==> config.mk <==
export PLATFORM = sky130hd
export DESIGN_NAME = sipo_deserializer
export DESIGN_NICKNAME = d
export VERILOG_FILES = /design/src/rtl/sipo_deserializer.sv
export SDC_FILE = /design/constraint.sdc
export NUM_CORES = 1
export LEC_CHECK = 0
export ABC_CLOCK_PERIOD_IN_PS = 2000
export CORE_MARGIN = 4
export CORE_UTILIZATION = 45
export DETAILED_ROUTE_END_ITERATION = 7
export MAX_ROUTING_LAYER = met4
export PLACE_DENSITY = 0.84
export SLEW_MARGIN = 25
export SYNTH_ARGS = -nofsm -noshare
export SYNTH_HDL_FRONTEND = slang
export SYNTH_SLANG_ARGS = --single-unit
==> constraint.sdc <==
create_clock -name clk -period 2 [get_ports clk]
set_input_delay 0.5 -clock clk [delete_from_list [all_inputs] [get_ports clk]]
set_output_delay 0.5 -clock clk [all_outputs]
set_load 0.02 [all_outputs]
==> src/rtl/sipo_deserializer.sv <==
// sipo_deserializer: serial-in/parallel-out receiver for the board's shift link.
// Collects one bit on each qualified strobe (bit_tick && ser_en), builds a
// WIDTH-bit word and offers it downstream on a registered valid/ready port.
// A finished word that finds the output still occupied is dropped, and the
// sticky overrun flag records the loss.
module sipo_deserializer #(
  parameter int WIDTH     = 8,
  parameter bit MSB_FIRST = 1'b1,
  localparam int CW       = $clog2(WIDTH + 1)
) (
  input  logic             clk,
  input  logic             rst,
  input  logic             bit_tick,
  input  logic             ser_en,
  input  logic             ser_in,
  input  logic             abort,
  output logic [WIDTH-1:0] par_data,
  output logic             par_valid,
  input  logic             par_ready,
  output logic             busy,
  output logic [CW-1:0]    bit_count,
  output logic             overrun,
  input  logic             clr_ovr
);

  typedef enum logic {
    IDLE  = 1'b0,
    SHIFT = 1'b1
  } state_t;

  state_t           state_q, state_d;
  logic [WIDTH-1:0] shift_q, shift_d;
  logic [CW-1:0]    bit_count_q, bit_count_d;
  logic [WIDTH-1:0] par_data_q, par_data_d;
  logic             par_valid_q, par_valid_d;
  logic             overrun_q, overrun_d;

  logic             acc;
  logic             last_bit;
  logic             word_take;
  logic             xfer;
  logic [WIDTH-1:0] shifted;

  // Next-state logic: abort beats a simultaneous bit, and a completed word
  // either loads the output register or is dropped with overrun set.
  always_comb begin
    state_d     = state_q;
    shift_d     = shift_q;
    bit_count_d = bit_count_q;
    par_data_d  = par_data_q;
    par_valid_d = par_valid_q;
    overrun_d   = overrun_q;

    acc       = bit_tick && ser_en && !abort;
    last_bit  = acc && (bit_count_q == CW'(WIDTH - 1));
    xfer      = par_valid_q && par_ready;
    word_take = last_bit && (!par_valid_q || par_ready);

    if (MSB_FIRST) begin
      shifted = {shift_q[WIDTH-2:0], ser_in};
    end else begin
      shifted = {ser_in, shift_q[WIDTH-1:1]};
    end

    if (abort) begin
      shift_d     = '0;
      bit_count_d = '0;
    end else if (acc) begin
      if (last_bit) begin
        shift_d     = '0;
        bit_count_d = '0;
      end else begin
        shift_d     = shifted;
        bit_count_d = bit_count_q + CW'(1);
      end
    end

    state_d = (bit_count_d != '0) ? SHIFT : IDLE;

    if (word_take) begin
      par_data_d  = shifted;
      par_valid_d = 1'b1;
    end else if (xfer) begin
      par_valid_d = 1'b0;
    end

    if (last_bit && !word_take) begin
      overrun_d = 1'b1;
    end else if (clr_ovr) begin
      overrun_d = 1'b0;
    end
  end

  // State and output registers with synchronous reset.
  always_ff @(posedge clk) begin
    if (rst) begin
      state_q     <= IDLE;
      shift_q     <= '0;
      bit_count_q <= '0;
      par_data_q  <= '0;
      par_valid_q <= 1'b0;
      overrun_q   <= 1'b0;
    end else begin
      state_q     <= state_d;
      shift_q     <= shift_d;
      bit_count_q <= bit_count_d;
      par_data_q  <= par_data_d;
      par_valid_q <= par_valid_d;
      overrun_q   <= overrun_d;
    end
  end

  assign par_data  = par_data_q;
  assign par_valid = par_valid_q;
  assign bit_count = bit_count_q;
  assign overrun   = overrun_q;
  assign busy      = (state_q == SHIFT);

endmodule
[Word level (Yosys, flattened, before mapping)]
Index checks and enable logic that the tools add are counted.
Storage, ports and cells
  output and inout port bits: 15
  word-level logic and storage cells: 31
  flip-flop bits (word level): 22
  input port bits: 8
Operators by class
  equality and inequality tests: 1
  multiplexer cells: 9
  $add $sub $neg: 1
  reductions and logical operators: 14
Operator list (number)
  two-way mux 4 bit: 3
  two-way mux 7 bit: 1
  logical AND 1 bit: 6
  two-way mux 1 bit: 5
  adder 4 x 1 -> 4 bit (second input constant): 1
  == test 4 x 3 -> 1 bit (second input constant): 1
  nonzero test 2 bit: 2
  nonzero test 4 bit: 1
  logical NOT 1 bit: 3
  OR reduction 2 bit: 1
  logical OR 1 bit: 1

[Depth between registers and ports, before layout]
  depth after elaboration: 8
  depth in mapped cells: 6
  mapped depth without buffers: 5

[Worst setup path before layout]
Ideal clock, no wire load.
  path type: register -> register
  from: reg bit_count_q[0] (netlist: bit_count[0])
  to: reg state_q (netlist: busy)
  clock period less this slack: 1730 ps
  required time: 1880 ps
  slack: 270 ps
  stages on the path, launching flop included: 7
  path buffers: 1
  library setup time: 120 ps
  arrival time: 1611 ps
  path through: dfxtp_1 > ha_1 > nand3b_1 > nor2b_1 > buf_2 > a32o_1 > a211o_1
Between the ends
  cells in the longest elaborated chain, start to end: 7
  elaborated cells on any way between the ends: 8
  those cells by class: add/sub (1); eq/ne (1); mux (4); reduce/logical (2)
Ends and longest elaborated chain
  from (decl): line 33  | logic [CW-1:0] bit_count_q, bit_count_d;
  from (signal assigned): line 106  | bit_count_q <= bit_count_d;
  parallel branches: the longest is 3 deep, another holds adder 4 x 1 -> 4 bit
  two-way mux 4 bit (*): line 68  | end else if (acc) begin
  two-way mux 4 bit (*): line 65  | if (abort) begin
  nonzero test 4 bit (*): line 78  | state_d = (bit_count_d != '0) ? SHIFT : IDLE;
  two-way mux 1 bit (*): line 78
  to (signal assigned): line 104  | state_q <= state_d;
  to (decl): line 31  | state_t state_q, state_d;
Mark *: on every way between the ends.
A chain may end at the register's enable or synchronous reset.

[Worst setup path after layout]
  from: reg bit_count_q[0] (netlist: bit_count[0])
  to: out bit_count[0]
RTL lines
  to (decl): line 21  | output logic [CW-1:0] bit_count,
No word-level cell between the ends.

==> metrics.md <==
| Metric | Value |
|---|---|
| CP Launch Type | flop |
| Final ANT Viol Nets | 0 |
| Logic gate share of total power | 0.067 |
| Reg2Reg Depth | 5 |
| Final core utilization | 0.669 |
| Iter 0 DRT Violations | 16 |
| Number of antenna violations at the first check in global routing | 0 |
| Delay of the slowest critical-path stage | 650 ps |
| CTS Root Cell | clkbuf_4 |
| Fin nets | 124 |
| Critical Path Slowest Stage Cell | clkdlybuf4s50_1 |
| Post-synth EDFFs | 0 |
| Psw | 0.153 mW |
| Maximum VDD drop | 0.478 mV |
| Maxcap violations | 0 |
| Final count of pins violating max slew | 0 |
| DRC viols | 0 |
| Fill cells | 143 |
| Flop pwr share | 0.605 |
| Clock latency on the worst-skew pair | 300 ps |
| CTS tree | built |
| Vias in the first global route | about 700 |
| Clock power frac | 0.328 |
| # setup viols final | 0 |
| PD cells | roughly 630 nW/um^2 |
| Placer Congestion | 0.752 |
| # Post-CTS Setup Buffers | 0 |
| Layout Skew | 3.40 ps |
| CP Max Fanout | 5 |
| Syn_nets | 94 |
| Site Rows | 15 |
| Die extent in x | 51.2 um |
| Worst path bufs/invs | 1 |
| Clk sinks | 22 |
| WS Path Type | reg -> out |
| Synthesized area | roughly 840 sq um |
| DPL Wire Length | around 1400 um |
| Net Sw Frac | 0.210 |
| GRT Overall Usage | 0.174 |
| Worst-Margin Slew | 338 ps |
| Relative slew margins | 0.774 |
| Most area-consuming cells after synthesis | dfxtp_1 53%, nor2_1 11%, mux2i_1 11%, a22oi_1 6.3%, nor2b_1 2.2% |
| Cts hold-fix bufs | 0 |
| Number of H-tree levels | 1 |
| Reg2Reg Setup Slack | approximately 380 ps |
| Core area | 1750 sq um |
| Data required, critical path | around 1500 ps |
| Drt via density | around 4.9 |
| Pin count of the biggest net entering global routing | 13 |
| Cts repair resizes | 0 |
| Share of the synthesized area in the top cell type | 0.525 |
| Synth Warn # | 0 |
| Cts bufs inserted | 3 |
| Total grt overflow | 0 |
| Commonest cells post-synth | 25 x nor2_1, 22 x dfxtp_1, 9 x mux2i_1 |
| Final WL | 1840 um |
| Sequential element share of the synthesized area | 0.525 |
| Layout cells sized above 1 | 0.123 |
| Period Utilization, post-route | 0.937 |
| Critical Path Stages | 1 |
| Async SR Flop Fraction | 0 |
| Fmax | 534 MHz |
| DIE AREA | 2620 sq um |
| Cells after Synth | 85 |
| CP Data Arrival Time | 1370 ps |
| PortBufs | 22 |
| Area grow syn2layout | 39.3% |
| Count of different cell masters after synthesis | 20 |
| Critical-path cell list | clkdlybuf4s50_1 |
| Crit path max-delay family | buffers and inverters |
| Min cycle time layout | 1870 ps |
| Area leader, netlist | dfxtp_1 |
| Die Height | roughly 50 um |
| Initial core utilization | 0.480 |
| Hold Path Class | reg -> reg |
| Antenna cells | 0 |
| Design internal power | 0.577 mW |
| RSZ-0062 raised after global routing | false |
| Yosys reg bits | 22 |
| Slack of the critical path | between 100 and 150 ps |
| Vias | 681 |
| WL per Instance | 13.2 um |
| CP endpoint kind | primary output |
| Lkg Pwr | 0.422 nW |
| First-pass GRT wire length | approximately 3300 um |
| IO Count | 23 |
| Fin. Hold Viols | 0 |
| Pre-CTS WS | -24.1 ps |
| TritonRoute pass-1 iters | 4 |
| Maximum root-to-sink buffer count | 2 |
| Syn Area/Cell | 9.86 sq um |
| Worst hold path depth | 2 |
| Status | finished, final reports clean |
| Top_reg_cell synth | dfxtp_1 |
| Clk pin slew, worst setup/hold paths | 120 ps |
| Most frequent cell after synthesis | nor2_1 |
## path summary, 6_finish.rpt
kind	from	end
hold reg to reg	par_data[6]	par_data[6]
hold / removal	par_data[6]	par_data[6]
setup / recovery	bit_count[0]	bit_count[0]
setup reg to reg	bit_count[0]	busy
## worst min-delay path, delay by kind of cell, from the launching register on
family	cells	cell delay, ps
flops	1	350
simple gates	1	70
mux	1	60
## logic make-up after synthesis
logic type / share of synthesized area
AOI/OAI and AO/OA: 0.0970
xor gates and xnor gates: 0.0104
adders and majority gates: 0.0149
buffers and inverters: 0.0284
DFF: 0.525
muxes: 0.121
and+or+nand+nor: 0.203
## final cells by class
type	instances	area (sq um)	area share
Tap cell	25	31.3	0.0268
Clock buffer	4	36.3	0.0311
Multi-Input combinational cell	59	374	0.320
Sequential cell	22	440	0.377
Timing Repair Buffer	29	285	0.244
## cell usage in the layout (no fill, tap or decap), drive strengths merged, types with 2 or more instances in the layout
cell type / n
nor2b: 3
dfxtp: 22
nor2: 25
mux2i: 9
clkbuf: 4
clkdlybuf4s50: 22
nand3b: 2
a22oi: 7
nand3: 2
a21oi: 2
buf: 7
## flip-flops by register name (all words and copies together), names as in the netlist
| name | flops |
|---|---|
| busy | 1 |
| shift_q | 7 |
| par_valid | 1 |
| overrun | 1 |
| bit_count | 4 |
| par_data | 8 |
## per-layer routing
layer	track usage	share of wire	routed length [um]	vias to the layer above
met5	-	0	0	-
met4	0.0673	0.010	19	0
met3	0.0350	0.032	59	2
met2	0.294	0.53	966	15
met1	0.202	0.43	794	313
li1	-	-	-	351
## per-stage QoR
stage | cells | power, mW | hold slack, ps | setup TNS (ps) | instance area, sq um
2_1_floorplan | 85 | 0.471 | 464 | 0 | 838
3_3_place_gp | 135 | 0.498 | 472 | 0 | 1130
3_5_place_dp | 135 | 0.500 | 484 | -120 | 1130
4_1_cts | 139 | 0.745 | 515 | 0 | 1170
5_1_grt | 139 | 0.766 | 541 | 0 | 1170
6_report | 139 | 0.730 | 505 | 0 | 1170
## power groups by stage
stage / sequential, mW / combinational, mW / clock (mW)
after floorplan: 0.453 / 0.0176 / 0
after global placement: 0.451 / 0.0469 / 0
after detailed placement: 0.451 / 0.0487 / 0
after CTS: 0.442 / 0.0490 / 0.254
after global routing: 0.442 / 0.0529 / 0.271
final: 0.442 / 0.0489 / 0.240
(Power assumes the default switching activity.)
